### src/rtl/pll_dyncfg_pkg.sv
// pll_dyncfg_pkg: shared types, states and config-word layout for the PLL dynamic-setting sequencer
package pll_dyncfg_pkg;

    localparam int CFG_W = 27;

    typedef logic [2:0] state_t;

    localparam state_t ST_IDLE       = 3'd0;
    localparam state_t ST_ASSERT_RST = 3'd1;
    localparam state_t ST_SHIFT      = 3'd2;
    localparam state_t ST_SETTLE     = 3'd3;
    localparam state_t ST_WAIT_LOCK  = 3'd4;
    localparam state_t ST_LOCKED     = 3'd5;
    localparam state_t ST_FAIL       = 3'd6;

    localparam int DIVR_LSB       = 0;
    localparam int DIVF_LSB       = 4;
    localparam int DIVQ_LSB       = 11;
    localparam int RANGE_LSB      = 14;
    localparam int DELAYSEL_LSB   = 17;
    localparam int OUT2SEL_LSB    = 19;
    localparam int DIVMODE_LO_BIT = 21;
    localparam int REFSEL_BIT     = 22;
    localparam int OUT1SEL_LSB    = 23;
    localparam int FSE_BIT        = 25;
    localparam int DIVMODE_HI_BIT = 26;

    typedef struct packed {
        logic       divmode_hi;
        logic       fse;
        logic [1:0] out1sel;
        logic       refsel;
        logic       divmode_lo;
        logic [1:0] out2sel;
        logic [1:0] delaysel;
        logic [2:0] range_sel;
        logic [2:0] divq;
        logic [6:0] divf;
        logic [3:0] divr;
    } pll_cfg_t;

endpackage

### src/rtl/pll_sck_gen.sv
// pll_sck_gen: serial clock generator with per-bit rise/fall strobes, idle low when disabled
module pll_sck_gen #(
    parameter int unsigned SCK_HALF = 4
) (
    input  logic clk_i,
    input  logic resetn_i,
    input  logic en_i,
    output logic sck_o,
    output logic bit_strobe_rise_o,
    output logic bit_strobe_fall_o
);

    localparam int unsigned CW = (SCK_HALF > 1) ? $clog2(SCK_HALF) : 1;
    localparam logic [CW-1:0] LAST = CW'(SCK_HALF - 1);

    logic [CW-1:0] cnt_q, cnt_d;
    logic sck_q, sck_d, wrap;

    always_comb begin
        wrap = en_i && (cnt_q == LAST);
        bit_strobe_rise_o = wrap && !sck_q;
        bit_strobe_fall_o = wrap && sck_q;
        cnt_d = (!en_i || wrap) ? '0 : cnt_q + CW'(1);
        sck_d = en_i && (sck_q ^ wrap);
    end

    always_ff @(posedge clk_i or negedge resetn_i) begin
        if (!resetn_i) begin
            cnt_q <= '0;
            sck_q <= 1'b0;
        end else begin
            cnt_q <= cnt_d;
            sck_q <= sck_d;
        end
    end

    assign sck_o = sck_q;

endmodule

### src/rtl/pll_dyncfg_ctrl.sv
// pll_dyncfg_ctrl: loads the PLL serial config under reset, releases it and supervises lock with retries
module pll_dyncfg_ctrl
    import pll_dyncfg_pkg::*;
#(
    parameter int unsigned SCK_HALF     = 4,
    parameter int unsigned RST_SETUP    = 4,
    parameter int unsigned RELEASE_WAIT = 16,
    parameter int unsigned LOCK_TIMEOUT = 65535,
    parameter int unsigned MAX_RETRY    = 3
) (
    input  logic             clk_i,
    input  logic             resetn_i,
    input  logic             cfg_valid_i,
    output logic             cfg_ready_o,
    input  logic [CFG_W-1:0] cfg_data_i,
    output logic [CFG_W-1:0] prev_cfg_o,
    output logic             busy_o,
    output logic             done_o,
    output logic             error_o,
    output logic             lock_lost_o,
    output logic             locked_o,
    output logic             pll_sck_o,
    output logic             pll_sdi_o,
    input  logic             pll_sdo_i,
    output logic             pll_resetb_o,
    input  logic             pll_lock_i
);

    localparam logic [15:0] SETUP_LAST   = 16'(RST_SETUP - 1);
    localparam logic [15:0] SETTLE_LAST  = 16'(RELEASE_WAIT - 1);
    localparam logic [15:0] TIMEOUT_LAST = 16'(LOCK_TIMEOUT - 1);
    localparam logic [2:0]  RETRY_MAX    = 3'(MAX_RETRY);

    state_t state_q, state_d;
    pll_cfg_t cfg_q, cfg_d;
    logic [CFG_W-1:0] shift_q, shift_d, prev_q, prev_d;
    logic [4:0] bit_q, bit_d;
    logic [15:0] timer_q, timer_d;
    logic [2:0] retry_q, retry_d;
    logic resetb_q, resetb_d, done_q, done_d, error_q, error_d, lost_q, lost_d;
    logic lock_m_q, lock_s_q;
    logic sck, rise, fall, idle;

    assign idle = state_q inside {ST_IDLE, ST_LOCKED, ST_FAIL};

    pll_sck_gen #(.SCK_HALF(SCK_HALF)) u_sck_gen (
        .clk_i             (clk_i),
        .resetn_i          (resetn_i),
        .en_i              (state_q == ST_SHIFT),
        .sck_o             (sck),
        .bit_strobe_rise_o (rise),
        .bit_strobe_fall_o (fall)
    );

    always_comb begin
        state_d = state_q;
        cfg_d = cfg_q;
        shift_d = shift_q;
        prev_d = prev_q;
        bit_d = bit_q;
        timer_d = timer_q;
        retry_d = retry_q;
        resetb_d = resetb_q;
        done_d = 1'b0;
        error_d = 1'b0;
        lost_d = 1'b0;
        if (idle && cfg_valid_i) begin
            cfg_d = cfg_data_i;
            retry_d = '0;
            resetb_d = 1'b0;
            timer_d = '0;
            state_d = ST_ASSERT_RST;
        end else begin
            case (state_q)
                ST_ASSERT_RST: begin
                    bit_d = 5'(CFG_W - 1);
                    timer_d = (timer_q == SETUP_LAST) ? '0 : timer_q + 16'd1;
                    state_d = (timer_q == SETUP_LAST) ? ST_SHIFT : state_q;
                end
                ST_SHIFT: begin
                    // SDO is sampled just before the rising edge clocks the PLL register
                    if (rise) shift_d[bit_q] = pll_sdo_i;
                    if (fall && bit_q == 5'd0) begin
                        prev_d = shift_q;
                        state_d = ST_SETTLE;
                    end else if (fall) begin
                        bit_d = bit_q - 5'd1;
                    end
                end
                ST_SETTLE: begin
                    resetb_d = (timer_q == SETTLE_LAST);
                    timer_d = (timer_q == SETTLE_LAST) ? '0 : timer_q + 16'd1;
                    state_d = (timer_q == SETTLE_LAST) ? ST_WAIT_LOCK : state_q;
                end
                ST_WAIT_LOCK: begin
                    if (lock_s_q) begin
                        state_d = ST_LOCKED;
                        done_d = 1'b1;
                    end else if (timer_q == TIMEOUT_LAST) begin
                        resetb_d = 1'b0;
                        timer_d = '0;
                        retry_d = (retry_q < RETRY_MAX) ? retry_q + 3'd1 : retry_q;
                        error_d = (retry_q >= RETRY_MAX);
                        state_d = (retry_q < RETRY_MAX) ? ST_ASSERT_RST : ST_FAIL;
                    end else begin
                        timer_d = timer_q + 16'd1;
                    end
                end
                ST_LOCKED: begin
                    if (!lock_s_q) begin
                        lost_d = 1'b1;
                        timer_d = '0;
                        retry_d = '0;
                        state_d = ST_WAIT_LOCK;
                    end
                end
                default: ;
            endcase
        end
    end

    always_ff @(posedge clk_i or negedge resetn_i) begin
        if (!resetn_i) begin
            state_q <= ST_IDLE;
            cfg_q <= '0;
            shift_q <= '0;
            prev_q <= '0;
            bit_q <= '0;
            timer_q <= '0;
            retry_q <= '0;
            resetb_q <= 1'b0;
            done_q <= 1'b0;
            error_q <= 1'b0;
            lost_q <= 1'b0;
            lock_m_q <= 1'b0;
            lock_s_q <= 1'b0;
        end else begin
            state_q <= state_d;
            cfg_q <= cfg_d;
            shift_q <= shift_d;
            prev_q <= prev_d;
            bit_q <= bit_d;
            timer_q <= timer_d;
            retry_q <= retry_d;
            resetb_q <= resetb_d;
            done_q <= done_d;
            error_q <= error_d;
            lost_q <= lost_d;
            lock_m_q <= pll_lock_i;
            lock_s_q <= lock_m_q;
        end
    end

    assign cfg_ready_o = idle;
    assign busy_o = !idle;
    assign done_o = done_q;
    assign error_o = error_q;
    assign lock_lost_o = lost_q;
    assign locked_o = (state_q == ST_LOCKED);
    assign prev_cfg_o = prev_q;
    assign pll_sck_o = sck;
    assign pll_sdi_o = (state_q == ST_SHIFT) && cfg_q[bit_q];
    assign pll_resetb_o = resetb_q;

endmodule

### config.mk
export PLATFORM = sky130hd
export DESIGN_NAME = pll_dyncfg_ctrl
export DESIGN_NICKNAME = d
export VERILOG_FILES = /design/src/rtl/pll_dyncfg_pkg.sv /design/src/rtl/pll_sck_gen.sv /design/src/rtl/pll_dyncfg_ctrl.sv
export SDC_FILE = /design/constraint.sdc
export NUM_CORES = 1
export LEC_CHECK = 0
export CAP_MARGIN = 10
export CORE_UTILIZATION = 52
export CTS_BUF_LIST = sky130_fd_sc_hd__clkbuf_4
export DETAILED_ROUTE_END_ITERATION = 12
export PLACE_DENSITY = 0.78
export RECOVER_POWER = 50
export SYNTH_ARGS = -nofsm -noshare
export SYNTH_HDL_FRONTEND = slang
export SYNTH_HIERARCHICAL = 1
export SYNTH_SLANG_ARGS = --single-unit
### constraint.sdc
create_clock -name clk_i -period 2.97 [get_ports clk_i]
set_clock_uncertainty 0.15 [all_clocks]
set_input_delay 0.297 -clock clk_i [delete_from_list [all_inputs] [get_ports clk_i]]
set_output_delay 0.297 -clock clk_i [all_outputs]
set_load 0.02 [all_outputs]
==> run_results.csv, run 1 <==
group,metric,value,unit
global_routing,grt_pass1_vias,4181,
die,core,0.0108,mm²
global_routing,grt_pass1_wl,20.3,mm
setup_path,crit_chain,"and3b_1 > a22oi_1 > o21ai_0 > a221oi_1 > a21oi_1 > dlygate4sd2_1",
clock_tree,clkSinkCount,117,
synth,synth_area,0.00576,mm²
setup_path,end_kind,"output pin",
global_routing,grt_max_degree,58,
routing,drtAntennaViolNets,0,
routing,wire_per_inst,16.6,µm
placed_design,place_ws,0.248,ns
synth,synth_compound_area_share,8.48,%
routing,dr.pass1.iters,4,
routing,viasPerCell,5.76,
clock_tree,clk_pin_slew,0.11,ns
synth,synth-simple-area-share,13.7,%
status,status,"finished, final reports clean",
routing,route.detailed.drc,0,
final_layout,drive_gt1_share,27.1,%
routing,wl,12.1,mm
timing,relSlewSlack,9.75,%
die,start_util,53.3,%
run,cap_violations,0,
final_layout,n_antenna_cell,0,
setup_path,worstPathRequired,2.52,ns
setup_path,crit_path_start_kind,"flip-flop",
pwr,vdd_drop_max,538,µV
global_routing,antenna_found_initial,0,
setup_path,worst_ep_arrival_time,2.33,ns
min_path,hold_path_class,"reg -> reg",
final_layout,final_common_cell,"dfrtp_1",
placed_design,dp_hpwl,8.59,mm
synth,synth-xor-area-share,1.22,%
synth,syn-mean-instance-area,11.6,µm²
final_layout,nFillCells,833,
min_path,hold_path_depth,0,
synth,synth.area.top_cells,"dfrtp_1, mux2_2, nand2_1",
placed_design,place_area,0.00660,mm²
timing,rsz0062_at_grt,"false",
synth,ys_ff_latch,117,
setup_path,crit_slowest_cell,"dfrtp_1",
timing,worst_pin_slew,1.35,ns
setup_path,max_stage_delay,0.53,ns
timing,fmax,360,MHz
synth,synth_top_family_by_area,"multiplexers",
global_routing,track_usage,23.0,%
clock_tree,cts_max_level,4,
synth,synth.top_cell.area_share,50.9,%
placed_design,io_buffers,67,
die,num_rows,38,
timing,slew_viol_final,0,
synth,synth_edf_count,0,
setup_path,r2r_cells,8,
final_layout,post-route-cell-area,0.00697,mm²
placed_design,routabilityCongestion,0.867,
pwr,design_power_total,5.15,mW
timing,layout_setup_ws,0.192,ns
clock_tree,tritoncts,"built",
synth,syn-num-nets,542,
final_layout,nets,618,
clock_tree,clockBufferDepth,2,
synth,synthAdderAreaFrac,2.96,%
synth,synth_top_area_cell,"dfrtp_1",
setup_path,cp_max_fo,10,
setup_path,crit_type,"reg -> out",
clock_tree,worstSkewPairLatency,0.51,ns
synth,ys_seq_area_share,50.9,%
die,io_pins,68,
synth,postSynthCellCount,498,
die,die_height,107,µm
timing,finalSetupTns,0,ns
timing,period_needed,2.78,ns
synth,synth_mux_area_share,19.1,%
global_routing,grt_overflow,0,
pwr,p_leak,3.07,nW
timing,fin_crit_sh,93.5,%
synth,async_flop_share,100,%
synth,synthDistinctLibCells,65,
clock_tree,cts-root-buf,"clkbuf_4",
final_layout,area_growth,21.0,%
timing,finalHoldViolCount,0,
synth,ys_warn_count,6,
timing,setup_viol,0,
clock_tree,cts_inserted_buffers,17,
routing,drt_iter0_markers,334,
die,die-area,0.0115,mm²
die,fp.dieW,107,µm
routing,dr_total_vias,4185,
synth,ys.flop_type,"dfrtp_1",
pwr,power_density,739,mW/mm²
final_layout,final_cell_mix,"dfrtp_1, mux2_2, nand2_1",
-- metal layers --
metal	track usage [%]	wire [µm]
met5	0	0
met1	31.1	5500
met3	4.98	558
met2	36.3	5890
met4	8.81	142
-- cell type report --
cell class / count / area, µm² / share of cell area, %
Clock buffer: 18 / 135 / 1.94
Timing Repair Buffer: 88 / 816 / 11.7
Clock inverter: 14 / 223 / 3.20
Multi-Input combinational cell: 335 / 2630 / 37.8
Tap cell: 140 / 175 / 2.51
Sequential cell: 117 / 2930 / 42.1
Inverter: 15 / 56.3 / 0.808
-- cell families after synthesis --
kind of cell | count (synthesis)
XOR/XNOR | 8
AO/OA/AOI/OAI | 69
AND/OR/NAND/NOR | 151
buffers and inverters | 46
multiplexers | 93
adder cells (fa/ha/maj) | 14
flip-flops | 117
-- state kept, by name, summed over array words and instances (netlist names), 2 cells and up --
| name | flops |
|---|---|
| u_sck_gen/cnt_q | 2 |
| state_q | 3 |
| timer_q | 16 |
| cfg_q | 27 |
| shift_q | 27 |
| bit_q | 5 |
| prev_cfg_o | 27 |
| retry_q | 3 |
-- power breakdown --
part	internal (mW)	switching, mW
Sequential	1.94	0.338
Combinational	0.717	0.740
Clock	0.774	0.639
-- path summary, 6_finish.rpt --
path / to / start / slack (ns)
hold reg to reg: lock_s_q / lock_m_q / 0.20
max in group asynchronous: bit_q[0] / resetn_i / 0.64
min in group asynchronous: prev_cfg_o[3] / resetn_i / 0.48
setup reg to reg: state_q[2] / state_q[2] / 0.20
setup / recovery: pll_sdi_o / bit_q[3] / 0.19
hold / removal: lock_s_q / lock_m_q / 0.20
-- critical path: cells and delay by family, from the launching register on --
kind | cells | cell delay, ns
buffers and inverters | 1 | 0.34
DFF | 1 | 0.53
AOI/OAI and AO/OA | 4 | 0.67
and+or+nand+nor | 1 | 0.31
-- synthesized netlist by cell type (3+ instances only) --
cell,count
nand4_1,4
a21oi_1,14
o2111ai_1,3
nor2_1,19
clkbuf_1,20
nand2_1,55
nand3_1,17
nor3_1,7
nor4_1,4
and3_1,10
mux2_2,85
or3_1,3
nand2b_1,4
buf_6,4
nor3b_1,3
o21ai_0,12
a22oi_1,4
mux4_2,5
dfrtp_1,117
mux2i_1,3
xnor2_1,6
inv_1,14
o211ai_1,11
buf_2,4
and3b_1,3
ha_1,12
-- timing repair --
| item | 4_1_cts | 5_1_grt |
|---|---|---|
| hold endpoints to repair | 55 | 0 |
| buffers inserted | 3 | 0 |
| hold buffers | 1 | 0 |
| setup endpoints to repair | 1 | 0 |
| gates resized for setup | 5 | 0 |
-- through the flow --
stage | utilization [%] | std cells | hold slack, ns
2_1_floorplan | - | 498 | -0.149
3_3_place_gp | 61.1 | 691 | 0.186
3_5_place_dp | 61.1 | 691 | 0.190
4_1_cts | 64.8 | 727 | 0.0435
5_1_grt | 64.5 | 727 | 0.148
6_report | 64.5 | 727 | 0.203
Power figures use the tool's default switching activity.
==> run 2, diff against run 1 <==
--- a/config.mk
+++ b/config.mk
@@ -5,9 +5,9 @@
 export SDC_FILE = /design/constraint.sdc
 export NUM_CORES = 1
 export LEC_CHECK = 0
-export CAP_MARGIN = 10
 export CORE_UTILIZATION = 52
 export CTS_BUF_LIST = sky130_fd_sc_hd__clkbuf_4
+export CTS_CLUSTER_DIAMETER = 60
 export DETAILED_ROUTE_END_ITERATION = 12
 export PLACE_DENSITY = 0.78
 export RECOVER_POWER = 50
==> results of run 2 <==
The final DEF is identical to that of run 1; final timing and power are the same.
==> run 3, diff against run 2 <==
--- a/config.mk
+++ b/config.mk
@@ -5,12 +5,14 @@
 export SDC_FILE = /design/constraint.sdc
 export NUM_CORES = 1
 export LEC_CHECK = 0
+export CAP_MARGIN = 20
 export CORE_UTILIZATION = 52
 export CTS_BUF_LIST = sky130_fd_sc_hd__clkbuf_4
 export CTS_CLUSTER_DIAMETER = 60
 export DETAILED_ROUTE_END_ITERATION = 12
 export PLACE_DENSITY = 0.78
 export RECOVER_POWER = 50
+export SLEW_MARGIN = 20
 export SYNTH_ARGS = -nofsm -noshare
 export SYNTH_HDL_FRONTEND = slang
 export SYNTH_HIERARCHICAL = 1
==> results of run 3 <==
The final DEF is identical to that of run 1; final timing and power are the same.
